==> src/rtl/csa_wide_seq_if.sv <==
// csa_wide_seq_if -- bundle of the request/response handshake and the
// external chunk-adder connection for csa_wide_seq.
//
// Signals (named from the block's point of view):
//   i_valid / o_ready         request handshake
//   i_add_term1, i_add_term2  W-bit operands A and B (W = WIDTH*BEATS)
//   o_valid / i_ready         result handshake
//   o_sum, o_cout             W-bit result and final carry
//   o_add_a, o_add_b          WIDTH-bit chunk operands to the external adder
//   o_add_cin                 chunk carry-in to the external adder
//   i_add_sum, i_add_cout     combinational adder result for the same cycle
//   i_sub                     subtract select, only with CSA_WIDE_SEQ_SUB_EN
//
// Modports: slave is the block itself; master is the requester, result
// consumer and external adder taken together.
interface csa_wide_seq_if #(
  parameter int unsigned WIDTH = 22,
  parameter int unsigned BEATS = 4
);
  localparam int unsigned W = WIDTH * BEATS;

  logic             i_valid;
  logic             o_ready;
  logic [W-1:0]     i_add_term1;
  logic [W-1:0]     i_add_term2;
  logic             o_valid;
  logic             i_ready;
  logic [W-1:0]     o_sum;
  logic             o_cout;
  logic [WIDTH-1:0] o_add_a;
  logic [WIDTH-1:0] o_add_b;
  logic             o_add_cin;
  logic [WIDTH-1:0] i_add_sum;
  logic             i_add_cout;
`ifdef CSA_WIDE_SEQ_SUB_EN
  logic             i_sub;
`endif

  modport slave (
`ifdef CSA_WIDE_SEQ_SUB_EN
    input  i_sub,
`endif
    input  i_valid,
    output o_ready,
    input  i_add_term1,
    input  i_add_term2,
    output o_valid,
    input  i_ready,
    output o_sum,
    output o_cout,
    output o_add_a,
    output o_add_b,
    output o_add_cin,
    input  i_add_sum,
    input  i_add_cout
  );

  modport master (
`ifdef CSA_WIDE_SEQ_SUB_EN
    output i_sub,
`endif
    output i_valid,
    input  o_ready,
    output i_add_term1,
    output i_add_term2,
    input  o_valid,
    output i_ready,
    input  o_sum,
    input  o_cout,
    input  o_add_a,
    input  o_add_b,
    input  o_add_cin,
    output i_add_sum,
    output i_add_cout
  );

endinterface

==> src/rtl/csa_wide_seq.sv <==
// csa_wide_seq -- W-bit adder (W = WIDTH*BEATS) built by streaming BEATS
// chunks of WIDTH bits through one external combinational WIDTH-bit adder,
// least-significant chunk first, rippling the carry through a register.
//
// Ports:
//   i_clk  sole clock, rising edge
//   i_rst  synchronous, active-high reset (wins over a simultaneous handshake)
//   bus    csa_wide_seq_if.slave: request handshake and operands, result
//          handshake with o_sum/o_cout, and the external adder connection
//          (o_add_a, o_add_b, o_add_cin out; i_add_sum, i_add_cout in).
//
// Timing: the accepting edge loads the operands; BEATS further edges each
// retire one chunk; the result is then held with o_valid=1 until i_ready.
// One request per BEATS+2 cycles at best (no acceptance straight from DONE).
//
// Optional feature: define CSA_WIDE_SEQ_SUB_EN to add bus.i_sub. With
// i_sub=1 at acceptance the block computes A-B mod 2^W by feeding ~B chunks
// and a carry-in of 1; o_cout=1 then means "no borrow".
module csa_wide_seq #(
  parameter int unsigned WIDTH = 22,
  parameter int unsigned BEATS = 4
) (
  input logic           i_clk,
  input logic           i_rst,
  csa_wide_seq_if.slave bus
);

  localparam int unsigned W    = WIDTH * BEATS;
  localparam int unsigned CntW = $clog2(BEATS);

  localparam logic [CntW-1:0] LastBeat = CntW'(BEATS - 1);

  typedef enum logic [1:0] {
    StIdle,
    StRun,
    StDone
  } state_e;

  state_e          state_q, state_d;
  logic [CntW-1:0] beat_q, beat_d;
  logic            carry_q, carry_d;
  logic [W-1:0]    a_q, a_d;
  logic [W-1:0]    b_q, b_d;
  logic [W-1:0]    sum_q, sum_d;
`ifdef CSA_WIDE_SEQ_SUB_EN
  logic            sub_q, sub_d;
`endif

  // Chunk of each operand addressed by the current beat.
  logic [WIDTH-1:0] a_chunk;
  logic [WIDTH-1:0] b_chunk;

  always_comb begin
    a_chunk = a_q[beat_q * WIDTH +: WIDTH];
    b_chunk = b_q[beat_q * WIDTH +: WIDTH];
`ifdef CSA_WIDE_SEQ_SUB_EN
    // Two's-complement subtract: A + ~B + 1, the +1 entering as the
    // initial carry loaded at acceptance.
    if (sub_q) begin
      b_chunk = ~b_chunk;
    end
`endif
  end

  // Next-state logic.
  always_comb begin
    state_d = state_q;
    beat_d  = beat_q;
    carry_d = carry_q;
    a_d     = a_q;
    b_d     = b_q;
    sum_d   = sum_q;
`ifdef CSA_WIDE_SEQ_SUB_EN
    sub_d   = sub_q;
`endif

    unique case (state_q)
      StIdle: begin
        if (bus.i_valid) begin
          a_d     = bus.i_add_term1;
          b_d     = bus.i_add_term2;
          beat_d  = '0;
`ifdef CSA_WIDE_SEQ_SUB_EN
          sub_d   = bus.i_sub;
          carry_d = bus.i_sub;
`else
          carry_d = 1'b0;
`endif
          state_d = StRun;
        end
      end

      StRun: begin
        // The external adder is combinational, so its result for this
        // beat's chunk is already present on i_add_sum/i_add_cout.
        sum_d[beat_q * WIDTH +: WIDTH] = bus.i_add_sum;
        carry_d = bus.i_add_cout;
        beat_d  = beat_q + 1'b1;
        if (beat_q == LastBeat) begin
          state_d = StDone;
        end
      end

      StDone: begin
        // Operands and i_valid are ignored here; a new request can only be
        // taken once back in StIdle.
        if (bus.i_ready) begin
          state_d = StIdle;
        end
      end

      default: begin
        state_d = StIdle;
      end
    endcase
  end

  // Outputs. The adder operands are forced to zero outside StRun so the
  // external adder sees quiet inputs, and its results are then unused.
  always_comb begin
    bus.o_ready   = (state_q == StIdle);
    bus.o_valid   = (state_q == StDone);
    bus.o_sum     = sum_q;
    // In StDone the carry register holds the final i_add_cout.
    bus.o_cout    = carry_q;
    bus.o_add_a   = '0;
    bus.o_add_b   = '0;
    bus.o_add_cin = 1'b0;
    if (state_q == StRun) begin
      bus.o_add_a   = a_chunk;
      bus.o_add_b   = b_chunk;
      bus.o_add_cin = carry_q;
    end
  end

  // State registers. Reset aborts any operation in flight and wipes the
  // partial result so nothing stale is visible afterwards.
  always_ff @(posedge i_clk) begin
    if (i_rst) begin
      state_q <= StIdle;
      beat_q  <= '0;
      carry_q <= 1'b0;
      a_q     <= '0;
      b_q     <= '0;
      sum_q   <= '0;
`ifdef CSA_WIDE_SEQ_SUB_EN
      sub_q   <= 1'b0;
`endif
    end else begin
      state_q <= state_d;
      beat_q  <= beat_d;
      carry_q <= carry_d;
      a_q     <= a_d;
      b_q     <= b_d;
      sum_q   <= sum_d;
`ifdef CSA_WIDE_SEQ_SUB_EN
      sub_q   <= sub_d;
`endif
    end
  end

endmodule

==> src/flat_wrapper.sv <==
// flat-port wrapper written by rule: the top's interface ports become plain ports
module csa_wide_seq_flat 
#(
  parameter int unsigned WIDTH = 22,
  parameter int unsigned BEATS = 4
)
  (i_clk, i_rst, bus_i_valid, bus_o_ready, bus_i_add_term1, bus_i_add_term2, bus_o_valid, bus_i_ready, bus_o_sum, bus_o_cout, bus_o_add_a, bus_o_add_b, bus_o_add_cin, bus_i_add_sum, bus_i_add_cout);
  csa_wide_seq_if #(.WIDTH(WIDTH), .BEATS(BEATS)) bus_i ();
  input logic i_clk;
  input logic i_rst;
  input wire logic [$bits(bus_i.i_valid)-1:0] bus_i_valid;
  output wire logic [$bits(bus_i.o_ready)-1:0] bus_o_ready;
  input wire logic [$bits(bus_i.i_add_term1)-1:0] bus_i_add_term1;
  input wire logic [$bits(bus_i.i_add_term2)-1:0] bus_i_add_term2;
  output wire logic [$bits(bus_i.o_valid)-1:0] bus_o_valid;
  input wire logic [$bits(bus_i.i_ready)-1:0] bus_i_ready;
  output wire logic [$bits(bus_i.o_sum)-1:0] bus_o_sum;
  output wire logic [$bits(bus_i.o_cout)-1:0] bus_o_cout;
  output wire logic [$bits(bus_i.o_add_a)-1:0] bus_o_add_a;
  output wire logic [$bits(bus_i.o_add_b)-1:0] bus_o_add_b;
  output wire logic [$bits(bus_i.o_add_cin)-1:0] bus_o_add_cin;
  input wire logic [$bits(bus_i.i_add_sum)-1:0] bus_i_add_sum;
  input wire logic [$bits(bus_i.i_add_cout)-1:0] bus_i_add_cout;
  assign bus_i.i_valid = bus_i_valid;
  assign bus_o_ready = bus_i.o_ready;
  assign bus_i.i_add_term1 = bus_i_add_term1;
  assign bus_i.i_add_term2 = bus_i_add_term2;
  assign bus_o_valid = bus_i.o_valid;
  assign bus_i.i_ready = bus_i_ready;
  assign bus_o_sum = bus_i.o_sum;
  assign bus_o_cout = bus_i.o_cout;
  assign bus_o_add_a = bus_i.o_add_a;
  assign bus_o_add_b = bus_i.o_add_b;
  assign bus_o_add_cin = bus_i.o_add_cin;
  assign bus_i.i_add_sum = bus_i_add_sum;
  assign bus_i.i_add_cout = bus_i_add_cout;
  csa_wide_seq #(.WIDTH(WIDTH), .BEATS(BEATS)) u_core (.i_clk(i_clk), .i_rst(i_rst), .bus(bus_i));
endmodule
==> config.mk <==
export PLATFORM = sky130hd
export DESIGN_NAME = csa_wide_seq_flat
export DESIGN_NICKNAME = d
export VERILOG_FILES = /design/src/rtl/csa_wide_seq_if.sv /design/src/rtl/csa_wide_seq.sv /design/src/flat_wrapper.sv
export SDC_FILE = /design/constraint.sdc
export NUM_CORES = 1
export LEC_CHECK = 0
export CORE_MARGIN = 1.5
export CORE_UTILIZATION = 42
export DETAILED_ROUTE_END_ITERATION = 7
export PLACE_DENSITY_LB_ADDON = 0.25
export SLEW_MARGIN = 20
export SYNTH_ARGS = -nofsm -noshare
export SYNTH_HDL_FRONTEND = slang
export SYNTH_SLANG_ARGS = --single-unit
==> constraint.sdc <==
create_clock -name i_clk -period 2.8 [get_ports i_clk]
set_input_delay 0.7 -clock i_clk [delete_from_list [all_inputs] [get_ports i_clk]]
set_output_delay 0.7 -clock i_clk [all_outputs]
set_load 0.01 [all_outputs]
Yosys cells after proc, flatten, opt, wreduce, memory -nomap -nowiden
Cells that the tools add are included.
{"block": "classes", "add_sub_neg": 2, "multipliers": 1, "eq_ne": 6, "shift": 4, "mux": 12, "n_reduce_logical": 5}
{"cell": "88-bit by 8-bit indexed part select with 22-bit output", "count": 2}
{"cell": "88-bit bitwise mux", "count": 1}
{"cell": "22-bit by 34-bit variable shift with 88-bit output (first input constant)", "count": 1}
{"cell": "22-bit by 34-bit indexed part select with 88-bit output", "count": 1}
{"cell": "22-bit 2-to-1 mux", "count": 2}
{"cell": "7-bit negator with 34-bit output", "count": 1}
{"cell": "2-bit 2-to-1 mux", "count": 4}
{"cell": "2-bit by 4-bit multiplier with 6-bit output (second input constant)", "count": 1}
{"cell": "2-bit case mux with 3 select lines", "count": 1}
{"cell": "2-bit == test (second input constant)", "count": 2}
{"cell": "2-bit by 1-bit != test with 1-bit output (second input constant)", "count": 2}
{"cell": "2-bit case mux with 2 select lines", "count": 1}
{"cell": "2-bit AND reduction", "count": 2}
{"cell": "3-bit AND reduction", "count": 1}
{"cell": "2-bit by 1-bit adder with 2-bit output (second input constant)", "count": 1}
{"cell": "2-bit by 1-bit == test with 1-bit output (second input constant)", "count": 1}
{"cell": "2-bit logical NOT", "count": 1}
{"cell": "1-bit 2-to-1 mux", "count": 2}
{"cell": "2-bit != test (second input constant)", "count": 1}
{"cell": "1-bit case mux with 2 select lines", "count": 1}
{"cell": "2-bit nonzero test", "count": 1}
{"block": "totals", "reg_bits": 269, "in_bits": 203, "out_inout_bits": 136, "word_cells": 36}

Depth between registers and ports, before layout
Gate-level depths: netlist of the first run.
{"block": "depth", "depth_word": 4, "mapped_depth": 13, "depth_no_buf": 6}

Worst setup path before layout of the first run
Ideal clock, no wire load.
{"block": "synth_timing", "path_type": "register to register", "startpoint": "register u_core.beat_q[1]", "endpoint": "register u_core.sum_q[80] (netlist: u_core.bus.o_sum[80])", "setup_ps": 132, "arrival_ps": 2831, "required_ps": 2668, "path_slack_ps": -163, "path_stages_with_launch": 11, "period_less_slack_ps": 2963, "path_cell_list": "dfxtp_1 > clkbuf_1 > clkbuf_1 > inv_1 > ha_1 > buf_6 > buf_12 > buf_8 > mux4_2 > a222oi_1 > nor3_1"}
{"block": "synth_between", "elab_chain_cells": 4}
{"element": "start, declared", "line": "csa_wide_seq.sv:40", "source": "logic [CntW-1:0] beat_q, beat_d;"}
{"element": "start signal, assigned", "line": "csa_wide_seq.sv:151", "source": "beat_q <= beat_d;"}
{"element": "2-bit by 4-bit multiplier with 6-bit output *", "line": "csa_wide_seq.sv:96", "source": "sum_d[beat_q * WIDTH +: WIDTH] = bus.i_add_sum;"}
{"element": "7-bit negator with 34-bit output *", "line": "csa_wide_seq.sv:96"}
{"element": "22-bit by 34-bit indexed part select with 88-bit output or 22-bit by 34-bit variable shift with 88-bit output (tied branches)", "line": "csa_wide_seq.sv:96"}
{"element": "88-bit bitwise mux *", "line": "csa_wide_seq.sv:96"}
{"element": "end signal, assigned", "line": "csa_wide_seq.sv:155", "source": "sum_q <= sum_d;"}
{"element": "end, declared", "line": "csa_wide_seq.sv:44", "source": "logic [W-1:0] sum_q, sum_d;"}
Every way passes the cells marked *; elsewhere a longest branch is shown, timed or not.
A chain may end at the register's enable or synchronous reset.

Worst setup path after layout of the first run
{"block": "layout_timing", "startpoint": "register u_core.beat_q[0]", "endpoint": "output port bus_o_add_a[2]"}
{"block": "layout_between", "elab_chain_cells": 3}
{"element": "2-bit by 4-bit multiplier with 6-bit output", "line": "csa_wide_seq.sv:54", "source": "a_chunk = a_q[beat_q * WIDTH +: WIDTH];"}
{"element": "88-bit by 8-bit indexed part select with 22-bit output", "line": "csa_wide_seq.sv:54"}
{"element": "22-bit 2-to-1 mux", "line": "csa_wide_seq.sv:129", "source": "if (state_q == StRun) begin"}
{"element": "end, declared", "line": "flat_wrapper.sv:19", "source": "output wire logic [$bits(bus_i.o_add_a)-1:0] bus_o_add_a;"}
Every way passes these cells.

==> impl_metrics.tcl, run 1 <==
set metrics [dict create \
    status "complete, no violations" \
    skew_ns 0.0117 \
    r2r_start "u_core.beat_q[0]$_SDFFE_PP0P_" \
    crit_chain "buf_12, buf_12, buf_6, mux4_2, and2_4, buf_6" \
    viasPerCell 5.65 \
    coreArea_sq_mm 0.0289 \
    drive_above_1_share_pct 17.2 \
    tightest_slew_ns 0.743 \
    holdWs_ns 0.451 \
    clock.fmax_mhz 357 \
    yosysSeqAreaShare_pct 43.3 \
    rrSetupSlack_ns 0.14 \
    rsz0062_at_grt "true" \
    cts_hold_buf 0 \
    fin_nets 1991 \
    yosys.area.top_type "dfxtp_1" \
    synth_seq_cells 269 \
    fin_area_sq_mm 0.0180 \
    drtIter0Drc 1000 \
    powerDensity_mw_per_mm2 560 \
    hold_viol 0 \
    cts_buffer_depth 3 \
    drtPass1Iterations 7 \
    clkTransAtPathRegs_ns 0.06 \
    wl_met1_microns 17200 \
    worstPathMaxFanout 8 \
    grt_antenna_before_repair 4 \
    grt_max_degree 150 \
    synth-main-ff-cell "dfxtp_1" \
    r2r-end "u_core.bus.o_sum[82]$_SDFFE_PP0P_" \
    grt_pass1_wl_microns 67200 \
    drt.antenna.violating_nets 0 \
    holdCritPathClass "flop to flop" \
    place_congestion 1.05 \
    cts-root-buf "clkbuf_16" \
    drcViolationCount 0 \
    ir_worst_vdd_mv 0.469 \
    synth_area_leaders "dfxtp_1, nand2_1, mux4_2" \
    min_path_cells 2 \
    total_power_w 0.0101 \
    maxCapViolations 0 \
    layout_common_cells "nand2_1, clkdlybuf4s50_1, dfxtp_1" \
    fin_util_pct 62.1 \
    ios 339 \
    yosys_warnings 0 \
    post-dp-hpwl_microns 30400 \
    critPathRequiredTime_ns 2.10 \
    wire_per_inst_microns 20.4 \
    crit_slowest_cell "mux4_2" \
    syn-mean-instance-area_sq_um 8.74 \
    hold_end "u_core.a_q[44]$_SDFFE_PP0P_" \
    worstPathArrival_ns 2.10 \
    synth_edf_count 0 \
    cts_buffers 28 \
    timing.critical_path.depth 6 \
    grt_pass1_vias 11909 \
    worst-path-buf-inv 4 \
    syn2layout_area_growth_pct 44.4 \
    max_stage_delay_ns 0.48 \
    fill_cells 2419 \
    regArea_sq_mm 0.00540 \
    ff2ff_path_depth 10 \
    die_h_microns 175 \
    grt-ovfl-total 0 \
    synth_cell_types 69 \
    synth_top_area_share_pct 43.3 \
    cts_tree "built" \
    fin_crit_sh_pct 100 \
    die_w_microns 175 \
    wl_microns 44500 \
    setup_viol 0 \
    clk_latency_ns 0.55 \
    top_layer "met4" \
    worst-setup-path-type "flop to output pin" \
    portBuffers 338 \
    min_period_ns 2.80 \
    multi_input_area_sq_mm 0.00655 \
    met3WireLength_microns 3800 \
    dpl_cell_area_sq_mm 0.0165 \
    synth_fp_nets 1634 \
    rows 62 \
    relSlewSlack_pct 50.4 \
    initial_core_util_pct 43.0 \
    die_area_sq_mm 0.0307 \
    final_common_cell "nand2_1" \
    min_from "u_core.a_q[44]$_SDFFE_PP0P_" \
    num_vias 12369 \
    worstSetupStartpointType "flop" \
    total_leakage_power_nw 6.71 \
    synth_area_sq_mm 0.0124 \
    clkSinkCount 269 \
    async_reset_ff_share_pct 0 \
    synth_cells 1424 \
    gr-usage-all-layers_pct 27.9 \
    cts_max_level 1 \
    critPathCaptureType "output pin" \
    met2_length_microns 21200 \
    cp_top_family "buffers and inverters" \
    maxSlewViolCount 0 \
]
state kept, by name, summed over array words and instances (netlist names):
signal	count
u_core.a_q	88
u_core.b_q	88
u_core.beat_q	2
u_core.bus.o_cout	1
u_core.bus.o_sum	88
u_core.state_q	2
worst register-to-register path: cells and delay by family (launching register included):
family          cells  cell delay [ns]
flops               1             0.38
compound gates      1             0.21
fa+ha+maj           1             0.39
simple gates        2             0.38
mux                 1             0.31
buf+inv             5             0.84
worst max path at each step:
stage,startpoint,to
after floorplan,u_core.beat_q[0]$_SDFFE_PP0P_,u_core.bus.o_sum[80]$_SDFFE_PP0P_
after global placement,bus_i_add_sum[16],u_core.bus.o_sum[82]$_SDFFE_PP0P_
after detailed placement,bus_i_add_sum[16],u_core.bus.o_sum[82]$_SDFFE_PP0P_
after CTS,u_core.beat_q[0]$_SDFFE_PP0P_,bus_o_add_a[11]
after global routing,u_core.beat_q[0]$_SDFFE_PP0P_,bus_o_add_a[2]
final,u_core.beat_q[0]$_SDFFE_PP0P_,bus_o_add_a[2]
layer usage:
| layer | global-route usage [%] | up-vias |
|---|---|---|
| met1 | 34.2 | 5897 |
| met2 | 46.5 | 615 |
| li1 | - | 5729 |
| met4 | 13.6 | 0 |
| met3 | 6.16 | 128 |
| met5 | 0 | - |
cell type report:
| type | instances | share of cell area (%) |
|---|---|---|
| Clock inverter | 11 | 0.940 |
| Timing Repair Buffer | 448 | 25.1 |
| Tap cell | 384 | 2.67 |
| Multi-Input combinational cell | 1023 | 36.5 |
| Inverter | 11 | 0.230 |
| Sequential cell | 269 | 30.0 |
| Antenna cell | 2 | 0.0278 |
| Clock buffer | 40 | 4.59 |
where the power goes:
group | internal [W] | switching [W] | leakage [nW] | total, W
combinational | 0.000961 | 0.000988 | 4.02 | 0.00195
sequential | 0.00402 | 0.000106 | 2.20 | 0.00412
clock | 0.00241 | 0.00158 | 0.490 | 0.00400
stage by stage:
| stage | setup TNS, ns | worst slack (ns) | std cells |
|---|---|---|---|
| 2_1_floorplan | 0 | 0.0466 | 1424 |
| 3_3_place_gp | 0 | 0.191 | 2099 |
| 3_5_place_dp | 0 | 0.163 | 2099 |
| 4_1_cts | -1.05 | -0.0899 | 2185 |
| 5_1_grt | -0.640 | -0.0678 | 2187 |
| 6_report | 0 | 0.000523 | 2188 |
kinds of logic after synthesis:
family / count (synthesis) / synth area share (%)
and+or+nand+nor: 581 / 20.8
AOI/OAI and AO/OA: 345 / 17.1
DFF: 269 / 43.3
buffers and inverters: 132 / 4.79
muxes: 87 / 13.1
adders and majority gates: 7 / 0.704
xor gates and xnor gates: 3 / 0.211
cell usage after synthesis, types with 4 or more instances:
library cell and number:
a22o_1 8, buf_1 13, o22ai_1 4, a32o_1 8, buf_2 29, and3_1 6
and2_1 54, a32oi_1 5, nand2_1 399, nor2_1 48, a21oi_1 196, a221oi_1 19
nor3_1 14, mux2i_1 22, nand2b_1 4, clkbuf_1 71, o31ai_1 6, inv_1 9
a222oi_1 8, nand3_1 13, nor3_2 4, nor3b_1 5, mux4_1 4, mux4_2 55
mux2_2 6, ha_1 7, dfxtp_1 269, a211oi_1 17, o21ai_0 28, nand3b_1 9
a22oi_1 19
what timing repair did:
action	in CTS	in global routing
pin swaps	0	10
endpoints found under the setup margin	45	70
gates resized for setup	193	25
cloned	6	2
setup buffers	29	2
Power figures use the tool's default switching activity.
==> run 2: changes to the inputs <==
==> constraint.sdc (replaced) <==
create_clock -name i_clk -period 3.4 [get_ports i_clk]
set_input_delay 0.85 -clock i_clk [delete_from_list [all_inputs] [get_ports i_clk]]
set_output_delay 0.85 -clock i_clk [all_outputs]
set_load 0.01 [all_outputs]
==> run 2 against run 1 <==
Net effect:
- global-route usage down 1.2 points
- critical path depth down 2
- setup slack better by 0.081 ns
- count of clock-buffer cells in the layout down 5
- final cell count down 3.0%
- power down 21%
- flip-flop and latch count unchanged
- largest power group unchanged
==> impl_metrics.tcl, run 2 (same netlist as run 1, synthesis figures left out) <==
set metrics [dict create \
    grt_max_degree 84 \
    fin_crit_sh_pct 97.6 \
    worstPathArrival_ns 2.47 \
    worst-setup-path-type "flop to output pin" \
    crit_chain "buf_12, mux4_2, and2_1, clkdlybuf4s50_1" \
    die_area_sq_mm 0.0307 \
    post-dp-hpwl_microns 30100 \
    min_from "u_core.b_q[49]$_SDFFE_PP0P_" \
    min_path_cells 2 \
    die_h_microns 175 \
    setup_tns_ns 0 \
    drtPass1Iterations 6 \
    skew_ns 0.0153 \
    cts_hold_buf 0 \
    drt.antenna.violating_nets 0 \
    r2r-end "u_core.bus.o_sum[68]$_SDFFE_PP0P_" \
    tightest_slew_ns 1.11 \
    drive_above_1_share_pct 10.6 \
    maxSlewViolCount 0 \
    hold_viol 0 \
    relSlewSlack_pct 25.3 \
    powerDensity_mw_per_mm2 463 \
    status "complete, no violations" \
    cts_tree "built" \
    clkTransAtPathRegs_ns 0.06 \
    cts_buffers 29 \
    clk_latency_ns 0.55 \
    grt-ovfl-total 0 \
    viasPerCell 5.63 \
    worst-path-buf-inv 2 \
    grt_antenna_before_repair 3 \
    worstPathMaxFanout 54 \
    drtIter0Drc 1127 \
    final_common_cell "nand2_1" \
    ff2ff_path_depth 8 \
    clock.fmax_mhz 301 \
    setup_viol 0 \
    coreArea_sq_mm 0.0289 \
    portBuffers 338 \
    syn2layout_area_growth_pct 37.8 \
    r2r_start "u_core.beat_q[0]$_SDFFE_PP0P_" \
    ios 339 \
    crit_slowest_cell "mux4_2" \
    rsz0062_at_grt "false" \
    wl_microns 42300 \
    rrSetupSlack_ns 0.36 \
    critPathCaptureType "output pin" \
    min_period_ns 3.32 \
    gr-usage-all-layers_pct 26.7 \
    critPathRequiredTime_ns 2.55 \
    fin_util_pct 59.3 \
    worstSetupStartpointType "flop" \
    total_leakage_power_nw 6.14 \
    grt_pass1_wl_microns 64700 \
    fill_cells 2550 \
    maxCapViolations 0 \
    die_w_microns 175 \
    ir_worst_vdd_mv 0.458 \
    cts_buffer_depth 3 \
    holdCritPathClass "flop to flop" \
    max_stage_delay_ns 0.54 \
    hold_end "u_core.b_q[49]$_SDFFE_PP0P_" \
    rows 62 \
    cts-root-buf "clkbuf_16" \
    num_vias 11963 \
    layout_common_cells "nand2_1, clkdlybuf4s50_1, dfxtp_1" \
    drcViolationCount 0 \
    cp_top_family "buffers and inverters" \
    grt_pass1_vias 11450 \
    place_congestion 0.966 \
    clkSinkCount 269 \
    cts_max_level 1 \
    fin_nets 1924 \
    initial_core_util_pct 43.0 \
    wire_per_inst_microns 19.9 \
]
==> run 2: cell count changes in the layout (fill, tap and decap cells not counted), sizes merged <==
cell,before,now
clkinv,7,13
bufbuf,1,0
clkdlybuf4s50,293,337
diode,2,3
clkinvlp,1,2
dlygate4sd2,1,0
buf,137,43
clkdlybuf4s15,8,0
inv,10,13
clkbuf,48,35
bufinv,4,1
==> run 2: how the worst max path moves through the flow <==
stage | endpoint | depth (start not counted) | startpoint | slack [ns]
3_3_place_gp | bus_o_add_a[3] | 4 | u_core.beat_q[0]$_SDFFE_PP0P_ | 0.41
4_1_cts | bus_o_add_b[21] | 4 | u_core.state_q[0]$_SDFFE_PP0P_ | 0.07
6_report | bus_o_add_a[4] | 4 | u_core.beat_q[0]$_SDFFE_PP0P_ | 0.08
3_5_place_dp | bus_o_add_a[3] | 4 | u_core.beat_q[0]$_SDFFE_PP0P_ | 0.40
5_1_grt | bus_o_add_a[3] | 4 | u_core.beat_q[0]$_SDFFE_PP0P_ | 0.03
2_1_floorplan | u_core.bus.o_sum[80]$_SDFFE_PP0P_ | 10 | u_core.beat_q[1]$_SDFFE_PP0P_ | 0.44
==> run 2: per-layer routing <==
metal / global-route usage [%] / vias to the layer above / part of all wire (%)
li1: - / 5597 / -
met4: 9.62 / 0 / 3.7
met1: 34.1 / 5735 / 41
met2: 44.5 / 552 / 48
met5: 0 / - / 0
met3: 5.61 / 79 / 7.5
==> run 2: repair_timing <==
action,CTS,global route
buffers inserted,2,0
setup endpoints to repair,30,2
resized for setup,0,1
==> run 2: layout make-up <==
cell class / instances / area, sq um / share of cell area [%]
clock buffers: 35 / 808 / 4.71
multi-input cells: 1023 / 6480 / 37.8
clock inverters: 18 / 136 / 0.795
diodes: 3 / 7.51 / 0.0438
repair buffers: 380 / 3800 / 22.2
flip-flops and latches: 269 / 5390 / 31.4
well taps: 384 / 480 / 2.80
inverters: 11 / 41.3 / 0.241
==> run 2: stage by stage <==
stage | power (W) | std cells | instance area (sq um) | hold slack, ns | setup slack, ns
final | 0.00795 | 2123 | 17200 | 0.451 | 0.0812
after global routing | 0.00825 | 2123 | 17200 | 0.469 | 0.0320
after CTS | 0.00799 | 2120 | 17100 | 0.454 | 0.0724
after detailed placement | 0.00490 | 2065 | 16200 | 0.445 | 0.401
after global placement | 0.00488 | 2065 | 16200 | 0.438 | 0.412
after floorplan | 0.00426 | 1424 | 12400 | 0.433 | 0.437
==> run 2: worst register-to-register path: cells and delay by family (launching register included) <==
| kind | cells | cell delay [ns] |
|---|---|---|
| simple gates | 1 | 0.94 |
| buf+inv | 4 | 0.76 |
| fa+ha+maj | 1 | 0.47 |
| flops | 1 | 0.40 |
| compound gates | 2 | 0.40 |
==> run 2: report_power, final <==
part / total [W] / internal (W) / leakage (nW) / switching [W]
Clock: 0.00310 / 0.00177 / 0.476 / 0.00133
Combinational: 0.00145 / 0.000679 / 3.47 / 0.000769
Sequential: 0.00340 / 0.00331 / 2.20 / 0.0000884
Total: 0.00795 / 0.00576 / 6.14 / 0.00219
